`config.mk`:
```
export PLATFORM = sky130hd
export DESIGN_NAME = t02_wishbone_subordinate
export DESIGN_NICKNAME = d
export VERILOG_FILES = /design/src/rtl/t02_wishbone_subordinate.sv
export SDC_FILE = /design/constraint.sdc
export NUM_CORES = 1
export LEC_CHECK = 0
export BUFFER_PORTS_ARGS = -buffer_cell sky130_fd_sc_hd__buf_2
export CORE_UTILIZATION = 63
export DETAILED_ROUTE_END_ITERATION = 10
export GPL_TIMING_DRIVEN = 0
export MAX_ROUTING_LAYER = met4
export PLACE_DENSITY = 0.86
export SYNTH_ARGS = -nofsm -noshare
export SYNTH_HDL_FRONTEND = slang
export SYNTH_SLANG_ARGS = --single-unit
export TNS_END_PERCENT = 20
```
`constraint.sdc`:
```
create_clock -name clk -period 6.1 [get_ports clk]
set_clock_uncertainty 0.2 [all_clocks]
set_input_delay 0.915 -clock clk [delete_from_list [all_inputs] [get_ports clk]]
set_output_delay 0.915 -clock clk [all_outputs]
set_load 0.05 [all_outputs]
```
`src/rtl/t02_wishbone_subordinate.sv`:
```
// Wishbone classic-cycle subordinate: a DEPTH-word, byte-writable register window at BASE_ADDR.
// Each accepted request is answered with a single-cycle ACK after WAIT_STATES wait cycles.
module t02_wishbone_subordinate #(
  parameter logic [31:0] BASE_ADDR   = 32'h3000_0000,
  parameter int          DEPTH       = 16,
  parameter int          WAIT_STATES = 1
) (
  input  logic        clk,
  input  logic        nrst,
  input  logic        en,
  input  logic [31:0] ADR_I,
  input  logic [31:0] DAT_I,
  input  logic [3:0]  SEL_I,
  input  logic        WE_I,
  input  logic        STB_I,
  input  logic        CYC_I,
  output logic [31:0] DAT_O,
  output logic        ACK_O,
  output logic [31:0] word0_o
);

  localparam int          AW        = $clog2(DEPTH);
  localparam logic [31:0] WIN_MASK  = 32'(DEPTH * 4 - 1);
  localparam bit          NO_WAIT   = (WAIT_STATES == 0);
  localparam logic [3:0]  WAIT_LOAD = NO_WAIT ? 4'd0 : 4'(WAIT_STATES - 1);

  typedef enum logic [1:0] {IDLE, WAIT, ACK, TURN} state_t;

  state_t        state;
  logic [3:0]    wait_cnt;
  logic [AW-1:0] lat_idx;
  logic [31:0]   lat_dat;
  logic [3:0]    lat_sel;
  logic          lat_we;
  logic [31:0]   mem [DEPTH];

  logic          hit;
  logic [AW-1:0] req_idx;

  logic          commit;
  logic [AW-1:0] c_idx;
  logic [31:0]   c_dat;
  logic [3:0]    c_sel;
  logic          c_we;

  assign hit     = CYC_I & STB_I & ((ADR_I & ~WIN_MASK) == BASE_ADDR);
  assign req_idx = ADR_I[2 +: AW];
  assign word0_o = mem[0];

  // The access is committed on the edge that enters ACK; with no wait states that is
  // the accepting edge itself, so the live bus fields are used instead of the latches.
  always_comb begin
    commit = 1'b0;
    c_idx  = lat_idx;
    c_dat  = lat_dat;
    c_sel  = lat_sel;
    c_we   = lat_we;
    case (state)
      IDLE: begin
        if (NO_WAIT && en && hit) begin
          commit = 1'b1;
          c_idx  = req_idx;
          c_dat  = DAT_I;
          c_sel  = SEL_I;
          c_we   = WE_I;
        end
      end
      WAIT: begin
        if (CYC_I && wait_cnt == 4'd0) commit = 1'b1;
      end
      default: ;
    endcase
  end

  always_ff @(posedge clk or negedge nrst) begin
    if (!nrst) begin
      state    <= IDLE;
      wait_cnt <= '0;
      lat_idx  <= '0;
      lat_dat  <= '0;
      lat_sel  <= '0;
      lat_we   <= 1'b0;
      ACK_O    <= 1'b0;
      DAT_O    <= '0;
      for (int i = 0; i < DEPTH; i++) mem[i] <= '0;
    end else begin
      ACK_O <= 1'b0;
      DAT_O <= '0;

      case (state)
        IDLE: begin
          if (en && hit) begin
            lat_idx <= req_idx;
            lat_dat <= DAT_I;
            lat_sel <= SEL_I;
            lat_we  <= WE_I;
            if (NO_WAIT) begin
              state <= ACK;
            end else begin
              wait_cnt <= WAIT_LOAD;
              state    <= WAIT;
            end
          end
        end
        WAIT: begin
          // Only the manager abandoning the cycle aborts; en is not consulted here.
          if (!CYC_I)                 state    <= IDLE;
          else if (wait_cnt == 4'd0)  state    <= ACK;
          else                        wait_cnt <= wait_cnt - 4'd1;
        end
        ACK:     state <= TURN;
        TURN:    state <= IDLE;
        default: state <= IDLE;
      endcase

      if (commit) begin
        ACK_O <= 1'b1;
        if (c_we) begin
          for (int b = 0; b < 4; b++)
            if (c_sel[b]) mem[c_idx][8*b +: 8] <= c_dat[8*b +: 8];
        end else begin
          DAT_O <= mem[c_idx];
        end
      end
    end
  end

endmodule

```
==> flow_metrics.py, run 1 <==
metrics = {
    "floorplan": {
        "die_width_um": 209,
        "rows": 75,
        "dieArea_um2": 43800,
        "start_util_pct": 64.3,
        "io_pins": 139,
        "core_area_um2": 42100,
        "die_h_um": 209,
    },
    "finish": {
        "fillCellCount": 2570,
        "stdcell_area_um2": 30600,
        "instances_no_fill": 2413,
        "layout-drive-gt1-share_pct": 56.3,
        "syn2layout_area_growth_pct": 13.1,
        "final_nets": 1900,
        "post-route-util_pct": 72.7,
        "antennaDiodeCount": 0,
    },
    "global_route": {
        "grt_antenna_before_repair": 0,
        "grt_pass1_vias": 17300,
        "grt_util_met2_pct": 53.6,
        "grt-busiest-layer": "met2",
        "overflow": 0,
        "use_met3_pct": 7.41,
        "grt_pass1_wl_mm": 108,
        "grtUsageMet1_pct": 45.7,
        "grt_use_total_pct": 35.0,
        "grt_max_degree": 133,
    },
    "yosys": {
        "synth_warnings": 0,
        "synthTopCellsByCount": "dfrtp_1, mux2_2, mux4_2, mux2i_1, mux2_4",
        "syn_inst": 1624,
        "yosysSeqAreaShare_pct": 54.7,
        "synth_edf_count": 0,
        "synthTopCellsByArea": "dfrtp_1, mux2_2, mux4_2",
        "netlist_area_um2": 27100,
        "yosys_most_used_dff": "dfrtp_1",
        "synth_cell_type_count": 42,
        "synth_top_area_share_pct": 54.7,
        "syn_nets": 1699,
        "synth_seq_cells": 592,
        "syn_area_per_cell_um2": 16.7,
        "synth.most_common_cell": "dfrtp_1",
        "yosys.area.top_type": "dfrtp_1",
        "synthArstFlopShare_pct": 100,
    },
    "sta": {
        "final_hold_viol_count": 0,
        "tns_ns": 0,
        "setup_ws_ns": 2.86,
        "worst_pin_slew_ns": 1.38,
        "relSlewSlack_pct": 7.69,
        "fin_crit_ns": 3.24,
        "rsz0062_at_grt": "false",
        "whs_ns": 0.126,
        "setup_viol": 0,
        "slew_viol_final": 0,
        "final.period_utilization_pct": 53.1,
        "fmax_mhz": 309,
    },
    "critical_path": {
        "path_buf_inv": 2,
        "crit_path_max_incr_delay_ns": 0.72,
        "path_max_fanout": 10,
        "cp_top_family": "simple AND/OR/NAND/NOR gates",
        "cp-start-kind": "flop",
        "crit_required_ns": 6.40,
        "crit_path_cell_trace": "inv_1 -> ha_1 -> nor3b_4 -> nand4b_1 -> clkbuf_1 -> o22ai_1",
        "worstSetupPathType": "reg2reg",
        "cp-end-kind": "flop",
        "cp_slowest_cell": "clkbuf_1",
        "crit_arrival_ns": 3.54,
    },
    "place": {
        "gp_congestion": 0.854,
        "hpwl_mm": 43.8,
        "dp_slack_ns": 2.29,
        "placedCellCount": 2303,
        "numPortBuffers": 136,
        "placed_cell_area_um2": 28600,
    },
    "clocking": {
        "clockRootBuffer": "clkbuf_16",
        "cts-buffers-inserted": 59,
        "htree_num_levels": 2,
        "cts_tree": "done",
        "clkLatencyLatePin_ns": 0.62,
        "cts.sinks": 592,
        "cts_resized": 0,
        "path_clk_slew_ns": 0.06,
        "clock_path_buffers": 3,
        "cts_hold_buf": 0,
        "postCtsSetupRepairBufs": 0,
    },
    "min_path": {
        "min_path_type": "in2async",
    },
    "drt": {
        "drtIter0Drc": 1579,
        "wl_per_cell_um": 29.5,
        "wl_mm": 71.3,
        "via_count": 15900,
        "drtAntennaViolNets": 0,
        "drt_first_pass_iters": 5,
        "avgViaCountPerCell": 6.60,
        "drc": 0,
    },
    "run": {
        "drv_cap": 0,
    },
    "status": {
        "status": "complete, no violations",
    },
    "power": {
        "peakVddDrop_mv": 0.194,
        "finalPower_mw": 7.86,
        "cellLeakagePower_nw": 15.4,
        "powerDensity_nw_per_um2": 257,
    },
}
[cells in the final DEF (no fill, tap or decap), types with 2 or more instances in the layout]
master        n
mux2_4       48
clkinvlp_4    2
buf_16        4
mux2_2      500
nand2_1      15
clkbuf_16    61
buf_2       161
clkinv_4      2
nand4_1       3
nor2_2       24
nor2b_1       6
o21ai_0       4
nand4_4       4
inv_1         4
buf_12        4
mux2_1        5
nand4b_1      2
nor2_8       40
mux2i_1      64
buf_1        38
buf_6         2
nand3_1       5
nor2_1        3
clkbuf_8     20
mux4_2      128
clkbuf_1     26
nor4b_1       3
dfrtp_1     592
clkinv_2     11
buf_4        33
bufinv_16     5
o22ai_1      33
nor4_1        3
nand2b_1      2
[report_power, final]
| group | switching [mW] | internal (mW) | leakage, nW |
|---|---|---|---|
| registers | 0.0000000961 | 3.93 | 8.28 |
| logic | 0.0844 | 0.0250 | 6.09 |
| clock network | 1.55 | 2.28 | 1.03 |
[flip-flops by register name (all words and copies together) (netlist names), named ones only]
register,count
ACK_O,1
DAT_O,32
c_dat,32
c_idx,4
c_sel,4
c_we,1
mem,480
state,1
wait_cnt,4
word0_o,32
[cells by family after synthesis]
group,Yosys count,synth area share [%]
flip-flops,592,54.7
AO/OA/AOI/OAI,41,0.952
multiplexers,745,36.7
adder cells (fa/ha/maj),1,0.0462
buffers and inverters,125,2.61
AND/OR/NAND/NOR,120,5.03
[area by class of cell]
type,count,area (µm²),area share (%)
Multi-Input combinational cell,907,11600,37.7
Clock buffer,90,1840,5.99
Buffer,121,692,2.26
Tap cell,539,674,2.20
Timing Repair Buffer,140,801,2.61
Clock inverter,20,238,0.776
Sequential cell,592,14800,48.4
Inverter,4,15.0,0.0490
[path summary, 6_finish.rpt]
path                             endpoint  slack (ns)  cells after the start   startpoint
worst max-delay path            DAT_O[24]        2.86                      6  wait_cnt[0]
worst min register to register   mem[400]        0.29                      1     mem[400]
max in group asynchronous        mem[170]        3.31                      4         nrst
min in group clk                 mem[400]        0.29                      1     mem[400]
worst min-delay path             mem[443]        0.13                      1         nrst
worst max register to register  DAT_O[24]        2.86                      6  wait_cnt[0]
[routing by layer]
layer  routed length (µm)  part of all wire (%)  vias to the layer above
met5                    0                     0                        -
met4                 3110                   4.4                        0
met3                 5900                   8.3                      196
met2                34400                    48                      728
met1                27900                    39                     8555
li1                     -                     -                     6455
Power figures use the tool's default switching activity.
==> run 2, diff against run 1 <==
--- a/config.mk
+++ b/config.mk
@@ -6,11 +6,11 @@
 export NUM_CORES = 1
 export LEC_CHECK = 0
 export BUFFER_PORTS_ARGS = -buffer_cell sky130_fd_sc_hd__buf_2
-export CORE_UTILIZATION = 63
+export CORE_UTILIZATION = 56
 export DETAILED_ROUTE_END_ITERATION = 10
 export GPL_TIMING_DRIVEN = 0
 export MAX_ROUTING_LAYER = met4
-export PLACE_DENSITY = 0.86
+export PLACE_DENSITY = 0.81
 export SYNTH_ARGS = -nofsm -noshare
 export SYNTH_HDL_FRONTEND = slang
 export SYNTH_SLANG_ARGS = --single-unit
==> constraint.sdc (replaced) <==
create_clock -name clk -period 2.7 [get_ports clk]
set_clock_uncertainty 0.2 [all_clocks]
set_input_delay 0.405 -clock clk [delete_from_list [all_inputs] [get_ports clk]]
set_output_delay 0.405 -clock clk [all_outputs]
set_load 0.05 [all_outputs]
==> run 2 against run 1 <==
  * The flow now finishes with violations (negative setup slack)
  * Highest routed layer unchanged
  * Sequential share of layout area fell by 0.91 points
  * Via count decreased by 0.49%
  * Critical path type unchanged
  * Critical path depth unchanged
==> flow_metrics.py, run 2 (same netlist as run 1, synthesis figures left out) <==
metrics = {
    "global_route": {
        "grt_use_total_pct": 30.4,
        "grt_max_degree": 120,
        "grt_util_met2_pct": 45.9,
        "grt-busiest-layer": "met2",
        "grtUsageMet1_pct": 40.6,
        "grt_pass1_vias": 16800,
        "use_met3_pct": 6.61,
        "grt_pass1_wl_mm": 107,
        "overflow": 0,
        "grt_antenna_before_repair": 0,
    },
    "floorplan": {
        "die_width_um": 222,
        "dieArea_um2": 49200,
        "rows": 80,
        "io_pins": 139,
        "core_area_um2": 47700,
        "start_util_pct": 56.7,
        "die_h_um": 222,
    },
    "critical_path": {
        "cp-start-kind": "flop",
        "cp_top_family": "simple AND/OR/NAND/NOR gates",
        "r2r_end": "mem[126]",
        "worst_r2r_startpoint": "c_idx[1]",
        "crit_path_cell_trace": "buf_2 -> buf_2 -> nor2_1 -> nand3_1 -> nor2_2 -> mux2_2",
        "path_common_cell": "buf_2",
        "path_buf_inv": 2,
        "cp_slowest_cell": "nor2_2",
        "crit_arrival_ns": 3.06,
        "worstSetupPathType": "reg2reg",
        "path_max_fanout": 10,
        "r2r_slack_ns": -0.06,
        "crit_path_max_incr_delay_ns": 0.68,
        "cp-end-kind": "flop",
        "crit_required_ns": 3.00,
        "reg2regPathDepth": 6,
    },
    "clocking": {
        "cts-buffers-inserted": 60,
        "clkLatencyLatePin_ns": 0.62,
        "clockRootBuffer": "clkbuf_16",
        "cts_tree": "done",
        "path_clk_slew_ns": 0.06,
        "clock_path_buffers": 3,
        "htree_num_levels": 2,
        "cts.sinks": 592,
    },
    "power": {
        "finalPower_mw": 17.3,
        "swShare_pct": 20.8,
        "seq_power_share_pct": 51.2,
        "peakVddDrop_mv": 0.427,
        "cellInternalPower_mw": 13.7,
        "combPwrFrac_pct": 1.8,
        "cellLeakagePower_nw": 15.6,
        "powerDensity_nw_per_um2": 555,
        "clockPowerShare_pct": 47.0,
        "switchingPower_mw": 3.60,
    },
    "status": {
        "status": "complete, but fails checks",
        "violations": "negative setup slack",
    },
    "sta": {
        "setup_ws_ns": -0.0625,
        "final_hold_viol_count": 0,
        "fin_crit_ns": 2.76,
        "rsz0062_at_grt": "true",
        "worst_pin_slew_ns": 1.30,
        "whs_ns": 0.0159,
        "slew_viol_final": 0,
        "setup_viol": 56,
        "tns_ns": -1.39,
        "fmax_mhz": 362,
        "final.period_utilization_pct": 102,
        "relSlewSlack_pct": 13.6,
    },
    "finish": {
        "syn2layout_area_growth_pct": 15.3,
        "mostFrequentLayoutCells": "dfrtp_1, mux2_2, buf_2",
        "layout-drive-gt1-share_pct": 56.0,
        "final_common_cell": "dfrtp_1",
        "stdcell_area_um2": 31200,
        "post-route-util_pct": 65.4,
        "regMostFlops": "mem",
        "instances_no_fill": 2533,
        "seq_area_um2": 14800,
        "fillCellCount": 3266,
        "largest_register_ffs": 480,
        "antennaDiodeCount": 0,
        "multiInputGateArea_um2": 11600,
        "final_nets": 1948,
    },
    "min_path": {
        "min_path_type": "in2reg",
        "whs_endpoint": "wait_cnt[1]",
        "hold_depth": 5,
        "min_from": "ADR_I[11]",
    },
    "drt": {
        "wl_mm": 70.6,
        "via_count": 15900,
        "drc": 0,
        "wl_per_cell_um": 27.9,
        "drtAntennaViolNets": 0,
        "avgViaCountPerCell": 6.26,
        "drt_first_pass_iters": 5,
        "drtIter0Drc": 1418,
    },
    "place": {
        "dp_slack_ns": -0.453,
        "numPortBuffers": 136,
        "placedCellCount": 2381,
        "hpwl_mm": 44.2,
        "placed_cell_area_um2": 28700,
        "gp_congestion": 0.851,
    },
    "run": {
        "drv_cap": 0,
    },
}
[run 2: cell types whose count changed in the layout (fill, tap and decap cells not counted), sizes merged]
cell           change
dlygate4sd3       +43
bufinv             -3
clkdlybuf4s15      +3
clkinvlp           -2
clkbuf             +5
buf                -2
[run 2: per-layer routing]
metal  vias to the layer above  share of wire [%]
li1                       6533                  -
met1                      8490                 41
met2                       664                 48
met3                       169                7.6
met4                         0                3.8
met5                         -                  0
[run 2: what timing repair did]
action                     in CTS  in global routing
hold endpoints to repair      159                  0
gates resized for setup        26                 17
setup buffers                   2                  0
pin swaps                       0                  3
hold buffers                   43                  0
setup endpoints to repair     461                339
[run 2: layout make-up]
class                   count  share of cell area (%)
flip-flops and latches    592                    47.5
multi-input cells         907                    37.3
clock buffers              92                    5.78
repair buffers            187                    4.18
well taps                 615                    2.46
plain buffers             121                    2.38
clock inverters            15                   0.401
inverters                   4                  0.0481
[run 2: how the worst max path moves through the flow]
stage | from | end | slack (ns) | depth (start not counted)
finish | c_idx[1] | mem[126] | -0.06 | 6
global route | wait_cnt[0] | mem[56] | -0.13 | 7
CTS | wait_cnt[0] | DAT_O[0] | 0.002 | 9
detailed placement | ADR_I[24] | c_dat[21] | -0.45 | 6
global placement | nrst | c_dat[27] | -10.50 | 1
floorplan | wait_cnt[0] | mem[192] | 0.30 | 7
[run 2: worst reg2reg max path: cells and delay by family, from the launching register on]
kind / cells / cell delay (ns)
mux: 1 / 0.43
flops: 1 / 0.35
simple gates: 3 / 1.27
buf+inv: 2 / 0.39
[run 2: power by group through the flow]
stage | Sequential, mW | Clock (mW) | Combinational (mW)
6_report | 8.87 | 8.14 | 0.303
4_1_cts | 8.87 | 8.21 | 0.314
3_5_place_dp | 9.03 | 0 | 0.267
3_3_place_gp | 9.04 | 0 | 0.228
5_1_grt | 8.87 | 8.59 | 0.347
2_1_floorplan | 9.04 | 0 | 0.00426
==> run 3, diff against run 2 <==
--- a/config.mk
+++ b/config.mk
@@ -6,11 +6,11 @@
 export NUM_CORES = 1
 export LEC_CHECK = 0
 export BUFFER_PORTS_ARGS = -buffer_cell sky130_fd_sc_hd__buf_2
-export CORE_UTILIZATION = 56
+export CORE_UTILIZATION = 61
 export DETAILED_ROUTE_END_ITERATION = 10
 export GPL_TIMING_DRIVEN = 0
 export MAX_ROUTING_LAYER = met4
-export PLACE_DENSITY = 0.81
+export PLACE_DENSITY = 0.83
 export SYNTH_ARGS = -nofsm -noshare
 export SYNTH_HDL_FRONTEND = slang
 export SYNTH_SLANG_ARGS = --single-unit
==> constraint.sdc (replaced) <==
create_clock -name clk -period 2.81 [get_ports clk]
set_clock_uncertainty 0.2 [all_clocks]
set_input_delay 0.4215 -clock clk [delete_from_list [all_inputs] [get_ports clk]]
set_output_delay 0.4215 -clock clk [all_outputs]
set_load 0.05 [all_outputs]
==> run 3 against run 2 <==
  * The flow still finishes with violations (negative setup slack)
  * Sequential power fell by 3.9%
  * Clock power increased by 7.4%
  * Critical endpoint is now DAT_O[7]
  * Critical path type unchanged
  * Setup slack better by 0.040 ns
==> flow_metrics.py, run 3 (same netlist as run 1, synthesis figures left out) <==
metrics = {
    "power": {
        "powerDensity_nw_per_um2": 560,
        "cellLeakagePower_nw": 15.7,
        "peakVddDrop_mv": 0.435,
    },
    "critical_path": {
        "worstSetupPathType": "reg2reg",
        "r2r_slack_ns": -0.02,
        "worst_r2r_startpoint": "wait_cnt[0]",
        "startpoint": "wait_cnt[0]",
        "crit_required_ns": 3.08,
        "r2r_end": "DAT_O[7]",
        "crit_arrival_ns": 3.10,
        "cp-end-kind": "flop",
        "path_max_fanout": 10,
        "reg2regPathDepth": 7,
        "setup.worst_path.end": "DAT_O[7]",
        "cp-start-kind": "flop",
    },
    "finish": {
        "antennaDiodeCount": 0,
        "fillCellCount": 2740,
        "layout-drive-gt1-share_pct": 56.2,
        "final_common_cell": "dfrtp_1",
        "final_nets": 1946,
        "mostFrequentLayoutCells": "dfrtp_1, mux2_2, buf_2",
        "stdcell_area_um2": 31300,
        "syn2layout_area_growth_pct": 15.6,
        "largest_register_ffs": 480,
        "regMostFlops": "mem",
    },
    "clocking": {
        "path_clk_slew_ns": 0.06,
        "clockRootBuffer": "clkbuf_16",
        "cts.sinks": 592,
        "cts_tree": "done",
        "htree_num_levels": 2,
        "cts-buffers-inserted": 59,
        "clock_path_buffers": 3,
        "clkLatencyLatePin_ns": 0.62,
    },
    "global_route": {
        "grt_use_total_pct": 33.7,
        "grt_pass1_vias": 16800,
        "grt_max_degree": 133,
        "grt_pass1_wl_mm": 106,
        "grt_antenna_before_repair": 0,
        "overflow": 0,
    },
    "sta": {
        "final.period_utilization_pct": 101,
        "setup_viol": 3,
        "tns_ns": -0.0354,
        "rsz0062_at_grt": "true",
        "fin_crit_ns": 2.83,
        "final_hold_viol_count": 0,
        "relSlewSlack_pct": 13.9,
        "fmax_mhz": 353,
        "setup_ws_ns": -0.0226,
        "worst_pin_slew_ns": 1.29,
        "slew_viol_final": 0,
    },
    "drt": {
        "drtIter0Drc": 1387,
        "via_count": 15800,
        "wl_mm": 70.2,
        "drc": 0,
        "drtAntennaViolNets": 0,
        "wl_per_cell_um": 28.0,
        "avgViaCountPerCell": 6.32,
        "drt_first_pass_iters": 5,
    },
    "min_path": {
        "min_from": "ADR_I[16]",
        "min_path_type": "in2reg",
    },
    "place": {
        "gp_congestion": 0.845,
        "placed_cell_area_um2": 28600,
        "numPortBuffers": 136,
        "hpwl_mm": 43.2,
    },
    "floorplan": {
        "start_util_pct": 62.3,
        "rows": 76,
        "die_width_um": 213,
        "die_h_um": 213,
        "io_pins": 139,
        "dieArea_um2": 45200,
        "core_area_um2": 43500,
    },
    "status": {
        "status": "complete, but fails checks",
        "violations": "negative setup slack",
    },
    "run": {
        "drv_cap": 0,
    },
}
==> run 3: changes by cell type in the layout (fill, tap and decap cells not counted), moves of 3 or more <==
| cell | change |
|---|---|
| bufinv_16 | +9 |
| clkbuf_1 | -10 |
| clkbuf_2 | +5 |
| clkbuf_4 | -4 |
| clkinv_2 | +3 |
| o22ai_1 | +7 |
| o22ai_2 | -7 |
==> run 3: how the worst min path moves through the flow <==
stage | end | slack [ns] | cells after the start
2_1_floorplan | ACK_O | -0.07 | 0
3_3_place_gp | mem[400] | 0.26 | 1
3_5_place_dp | mem[443] | 0.11 | 1
4_1_cts | wait_cnt[1] | 0.0002 | 5
5_1_grt | mem[318] | 0.07 | 2
6_report | wait_cnt[1] | 0.03 | 5
==> run 3: stage by stage <==
step / util [%] / cells / worst slack (ns) / hold slack, ns / power [mW]
2_1_floorplan: - / 1624 / 0.411 / -0.0741 / 8.69
3_3_place_gp: 65.6 / 2345 / -10.40 / 0.263 / 8.90
3_5_place_dp: 65.9 / 2350 / -0.381 / 0.108 / 8.93
4_1_cts: 72.0 / 2506 / 0.00583 / 0.000170 / 17.6
5_1_grt: 72.1 / 2506 / -0.0349 / 0.0720 / 18.0
6_report: 72.1 / 2506 / -0.0226 / 0.0336 / 17.6
==> run 3: critical path, stage by stage, from the launching register on <==
cell and delay (ns):
dfrtp_1 0.41, inv_1 0.09, ha_1 0.18, nor3b_4 0.20
buf_4 0.19, nand4b_1 0.45, clkbuf_2 0.50, o22ai_1 0.44
==> run 3: what timing repair did <==
| item | 4_1_cts | 5_1_grt |
|---|---|---|
| endpoints found under the setup margin | 176 | 53 |
| hold buffers | 43 | 0 |
| resized for setup | 14 | 15 |
| endpoints found under the hold margin | 315 | 0 |
| buffers inserted | 2 | 0 |
==> run 3: layout make-up <==
cell class | count | area [µm²] | share of cell area, %
sequential | 592 | 14800 | 47.3
multi-input combinational | 907 | 11600 | 37.0
clock buffer | 82 | 1760 | 5.60
timing repair buffer | 186 | 1270 | 4.07
tap | 585 | 732 | 2.34
buffer | 121 | 724 | 2.31
clock inverter | 29 | 425 | 1.36
inverter | 4 | 15.0 | 0.0479
==> run 3: report_power, final <==
group          internal [mW]  switching [mW]  leakage (nW)
Combinational         0.0965           0.192          6.35
Sequential              8.52     0.000000200          8.28
Clock                   5.35            3.39          1.08
Total                   14.0            3.58          15.7
==> run 3: routing by layer <==
layer  wire length (µm)  GRT usage (%)
met4               2760           13.6
met3               5160           6.32
met5                  0              -
met2              33700           51.1
met1              28600           45.5
